$ cat src/rtl/opram_loader_pkg.sv
// Shared types and constants for the op RAM program loader.
package opram_loader_pkg;

  typedef enum logic [2:0] {
    S_IDLE,
    S_ADDR,
    S_LEN,
    S_DATA,
    S_CHK,
    S_DONE
  } state_t;

  localparam logic [7:0] SYNC_DEFAULT = 8'hA5;
  localparam logic [8:0] LEN_ZERO     = 9'd256;

endpackage

$ cat src/rtl/opram_loader.sv
// Framed host byte stream -> op RAM writes with checksum; each data byte is written in the cycle after it is accepted.
// in_ready drops only in the DONE cycle; busy stalls the core for the whole frame.
module opram_loader
  import opram_loader_pkg::*;
#(
  parameter int unsigned TIMEOUT = 65535,
  parameter logic [7:0]  SYNC    = SYNC_DEFAULT
) (
  input  logic       clk,
  input  logic       rst,
  input  logic [7:0] in_data,
  input  logic       in_valid,
  output logic       in_ready,
  input  logic [7:0] fetch_addr,
  output logic [7:0] addr,
  output logic [7:0] writeop,
  output logic       write,
  output logic       busy,
  output logic       done,
  output logic       err
);

  localparam logic [15:0] TMO_LAST = 16'(TIMEOUT - 1);

  state_t      state, state_nxt;
  logic        accept;
  logic        tmo_active;
  logic        tmo_hit;
  logic [7:0]  wr_ptr;
  logic [8:0]  remaining;
  logic [7:0]  sum;
  logic [15:0] tmo_cnt;

  always_ff @(posedge clk) begin
    if (rst) state <= S_IDLE;
    else     state <= state_nxt;
  end

  always_comb begin
    state_nxt  = state;
    in_ready   = (state != S_DONE);
    busy       = (state != S_IDLE);
    accept     = in_valid && in_ready;
    tmo_active = (state == S_ADDR) || (state == S_LEN) ||
                 (state == S_DATA) || (state == S_CHK);
    tmo_hit    = 1'b0;
    case (state)
      S_IDLE:  if (accept && in_data == SYNC) state_nxt = S_ADDR;
      S_ADDR:  if (accept) state_nxt = S_LEN;
      S_LEN:   if (accept) state_nxt = S_DATA;
      S_DATA:  if (accept && remaining == 9'd1) state_nxt = S_CHK;
      S_CHK:   if (accept) state_nxt = S_DONE;
      S_DONE:  state_nxt = S_IDLE;
      default: state_nxt = S_IDLE;
    endcase
    // An arriving byte always beats an expiring timeout.
    if (tmo_active && !accept && tmo_cnt == TMO_LAST) begin
      tmo_hit   = 1'b1;
      state_nxt = S_IDLE;
    end
  end

  assign addr = busy ? wr_ptr : fetch_addr;

  always_ff @(posedge clk) begin
    if (rst) begin
      wr_ptr    <= 8'h00;
      remaining <= 9'd0;
      sum       <= 8'h00;
      tmo_cnt   <= 16'h0000;
      write     <= 1'b0;
      writeop   <= 8'h00;
      done      <= 1'b0;
      err       <= 1'b0;
    end else begin
      write <= 1'b0;
      done  <= 1'b0;
      // The pointer steps after each write completes, so addr stays stable while write is high.
      if (write) wr_ptr <= wr_ptr + 8'h01;

      if (!tmo_active || accept || tmo_hit) tmo_cnt <= 16'h0000;
      else                                  tmo_cnt <= tmo_cnt + 16'h0001;
      if (tmo_hit) err <= 1'b1;

      if (accept) begin
        case (state)
          S_IDLE: if (in_data == SYNC) err <= 1'b0;
          S_ADDR: wr_ptr <= in_data;
          S_LEN: begin
            remaining <= (in_data == 8'h00) ? LEN_ZERO : {1'b0, in_data};
            sum       <= 8'h00;
          end
          S_DATA: begin
            write     <= 1'b1;
            writeop   <= in_data;
            sum       <= sum + in_data;
            remaining <= remaining - 9'd1;
          end
          S_CHK: begin
            if (in_data == sum) done <= 1'b1;
            else                err  <= 1'b1;
          end
          default: ;
        endcase
      end
    end
  end

endmodule

$ cat config.mk
export PLATFORM = sky130hd
export DESIGN_NAME = opram_loader
export DESIGN_NICKNAME = d
export VERILOG_FILES = /design/src/rtl/opram_loader_pkg.sv /design/src/rtl/opram_loader.sv
export SDC_FILE = /design/constraint.sdc
export NUM_CORES = 1
export LEC_CHECK = 0
export CAP_MARGIN = 10
export CORE_AREA = 2 2 113 115
export CTS_BUF_LIST = sky130_fd_sc_hd__clkbuf_4 sky130_fd_sc_hd__clkbuf_8 sky130_fd_sc_hd__clkbuf_16
export CTS_CLUSTER_SIZE = 14
export DETAILED_ROUTE_END_ITERATION = 8
export DIE_AREA = 0 0 115 117
export GPL_ROUTABILITY_DRIVEN = 0
export PLACE_DENSITY = 0.5
export SETUP_SLACK_MARGIN = 0.15
export SYNTH_ARGS = -nofsm -noshare
export SYNTH_HDL_FRONTEND = slang
export SYNTH_SLANG_ARGS = --single-unit
$ cat constraint.sdc
create_clock -name clk -period 2.05 [get_ports clk]
set_input_delay 0.205 -clock clk [delete_from_list [all_inputs] [get_ports clk]]
set_output_delay 0.205 -clock clk [all_outputs]
set_load 0.005 [all_outputs]
==> impl_metrics.json, run 1 <==
{
  "status": "complete, no violations",
  "synth_area_per_cell_um2": 8.16,
  "numCtsBuffers": 5,
  "synth_common_cells": "nand2_1 (61), dfxtp_1 (55), nor2_1 (37)",
  "synth_top_family_by_area": "simple AND/OR/NAND/NOR gates",
  "cp.required_ns": 1.85,
  "endpoint": "addr[7]",
  "p_leak_uw": 0.00147,
  "reg2reg_depth": 5,
  "maxCapViolCount": 0,
  "track_usage": 0.127,
  "wire_per_inst_um": 14.4,
  "coreArea_um2": 12300,
  "dp.cells": 564,
  "synthMuxAreaShare": 0.0167,
  "yosys_warnings": 0,
  "arrival_ns": 1.64,
  "finalCritPeriodShare": 0.899,
  "final_nets": 461,
  "grt_max_degree": 22,
  "rsz0062_at_grt": "false",
  "r2r-end": "sum[7]",
  "crit_path_end_kind": "output port",
  "synth_area_leader_cell": "dfxtp_1",
  "rr_startpoint": "sum[4]",
  "grt_pass1_wl_mm": 13.6,
  "antenna_found_initial": 0,
  "critPathMaxFanout": 4,
  "synth_edf_count": 0,
  "ys.flop_type": "dfxtp_1",
  "io_pins": 40,
  "drc": 0,
  "startpoint": "state[1]",
  "synth_fa_ha_area_frac": 0.0568,
  "clock_sinks": 55,
  "slew_violations": 0,
  "diodes": 0,
  "critPathKind": "reg -> out",
  "fin_ws_ns": 0.208,
  "antenna_left": 0,
  "met1_length_mm": 4.08,
  "path_clk_slew_ns": 0.08,
  "yosys_register_bits": 55,
  "fin_tns_setup_ns": 0,
  "rrSetupSlack_ns": 0.31,
  "finalCriticalPeriod_ns": 1.84,
  "clkLatencyLatePin_ns": 0.30,
  "startpoint_type": "flip-flop",
  "async_reset_ff_frac": 0,
  "via_count": 2827,
  "fmax_ghz": 0.543,
  "synthCells": 367,
  "synthXorXnorAreaFrac": 0.0702,
  "synth_compound_area_frac": 0.168,
  "rows": 41,
  "yosysTopAreaCellShare": 0.368,
  "vdd_ir_drop_max_mv": 0.306,
  "viasPerCell": 4.87,
  "place_hpwl_mm": 6.07,
  "cts_tree": "done",
  "worstHoldPathType": "reg -> reg",
  "synth_cell_types": 54,
  "dieWidth_um": 115,
  "holdWs_ns": 0.457,
  "route.met2.wl_mm": 3.84,
  "synth_area_um2": 3000,
  "final_cells": 580,
  "synth_most_common_cell": "nand2_1",
  "wl_met3_um": 323,
  "ys_top_cells_by_area": "dfxtp_1 (37%), nand2_1 (7.6%), ha_1 (5.0%)",
  "drt_iter0_drc": 167,
  "pre_cts_ws_ns": -0.0332,
  "die_area_um2": 13500,
  "floorplan.initialDensity": 0.243,
  "clock_skew_ns": 0.00744,
  "first_pass_iters": 5,
  "die-height_um": 117,
  "hold_violations": 0,
  "cts_buffer_depth": 2,
  "n_fill_cell": 1316,
  "drive_gt1_frac": 0.137,
  "postLayoutCoreUtil": 0.320,
  "h-tree-depth": 2,
  "area_delta_synth_final_pct": 31.6,
  "grt_overflow": 0,
  "yosysSeqAreaShare": 0.368,
  "slew_headroom": 0.684,
  "setup_viol": 0,
  "tightestPinTransition_ns": 0.473,
  "p_per_area_nw_per_um2": 533,
  "highest-signal-layer": "met4",
  "grt_pass1_vias": 2689,
  "clock_tree.root_cell": "clkbuf_16",
  "io_buffers": 39,
  "synthesis.nets": 399,
  "drt_wl_total_mm": 8.37,
  "synth-simple-area-share": 0.280
}
-- layout by cell type, fill, tap and decap left out, drive strengths merged, types with 5 or more instances in the layout --
master and count:
nand2 61, nor2 37, nor4 9, nor3 6, o21ai 11, clkdlybuf4s50 34
dlymetal6s2s 5, a211oi 11, dfxtp 55, ha 12, xor2 13, nand3 9
nand3b 6, a21oi 24, nand4 8, clkbuf 6, buf 35, mux2i 5
xnor2 11, inv 10
-- where the power goes --
group          switching [uW]  leakage (uW)  internal [uW]  total (uW)
combinational            70.4      0.000953           80.0         150
clock                     417     0.0000703            467         883
sequential              0.452      0.000444           1070        1070
total                     488       0.00147           1610        2100
-- worst min-delay path by stage --
stage                          start         end  depth (start not counted)
final                     writeop[5]  writeop[5]                          2
after global routing      tmo_cnt[0]  tmo_cnt[0]                          1
after CTS                 writeop[5]  writeop[5]                          2
after detailed placement  writeop[7]  writeop[7]                          2
after global placement    tmo_cnt[0]  tmo_cnt[0]                          1
after floorplan           in_data[0]  writeop[0]                          2
-- logic make-up (layout without fill, tap and decap cells) --
logic type / count (synthesis) / in the layout
multiplexers: 5 / 5
XOR/XNOR: 24 / 24
buffers and inverters: 29 / 92
flip-flops: 55 / 55
AND/OR/NAND/NOR: 165 / 165
adder cells (fa/ha/maj): 13 / 13
AO/OA/AOI/OAI: 76 / 76
-- layout make-up --
type | count | area (um^2) | area share
Tap cell | 150 | 188 | 0.0476
Sequential cell | 55 | 1100 | 0.280
Inverter | 10 | 40.0 | 0.0102
Multi-Input combinational cell | 283 | 1790 | 0.454
Clock inverter | 2 | 12.5 | 0.00317
Timing Repair Buffer | 74 | 677 | 0.172
Clock buffer | 6 | 133 | 0.0336
-- worst max-delay path, cell delays in order (launching register included) --
cell	delay [ns]
dfxtp_2	0.34
nor3_4	0.25
buf_6	0.15
nand2_1	0.06
nand2_1	0.05
clkdlybuf4s50_1	0.49
-- sequential cells by signal, indices dropped and copies added, names as in the netlist --
| register | cells |
|---|---|
| tmo_cnt | 16 |
| sum | 8 |
| wr_ptr | 8 |
| writeop | 8 |
| done | 1 |
| write | 1 |
| err | 1 |
| state | 3 |
| remaining | 9 |
-- stage by stage --
stage | area, um^2 | power (uW)
6_report | 3940 | 2100
5_1_grt | 3940 | 2190
4_1_cts | 3840 | 2130
3_5_place_dp | 3690 | 1240
3_3_place_gp | 3690 | 1250
2_1_floorplan | 3000 | 1140
-- routing by layer --
metal	vias up	GRT usage
met2	58	0.207
met5	-	0
met3	11	0.0268
met1	1317	0.173
li1	1441	-
met4	0	0.0313
-- what timing repair did --
item | 4_1_cts | 5_1_grt
hold buffers | 0 | 0
setup buffers | 0 | 7
resized for setup | 2 | 15
endpoints found under the hold margin | 0 | 0
cloned | 0 | 1
setup endpoints to repair | 8 | 8
pin swaps | 0 | 1
No activity file was read; power rests on OpenSTA's default activity.
==> run 2, diff against run 1 <==
- SKIP_LAST_GASP: not set -> 1
==> results of run 2 <==
Same layout as run 1: the final DEF is identical, and so are final timing and power.
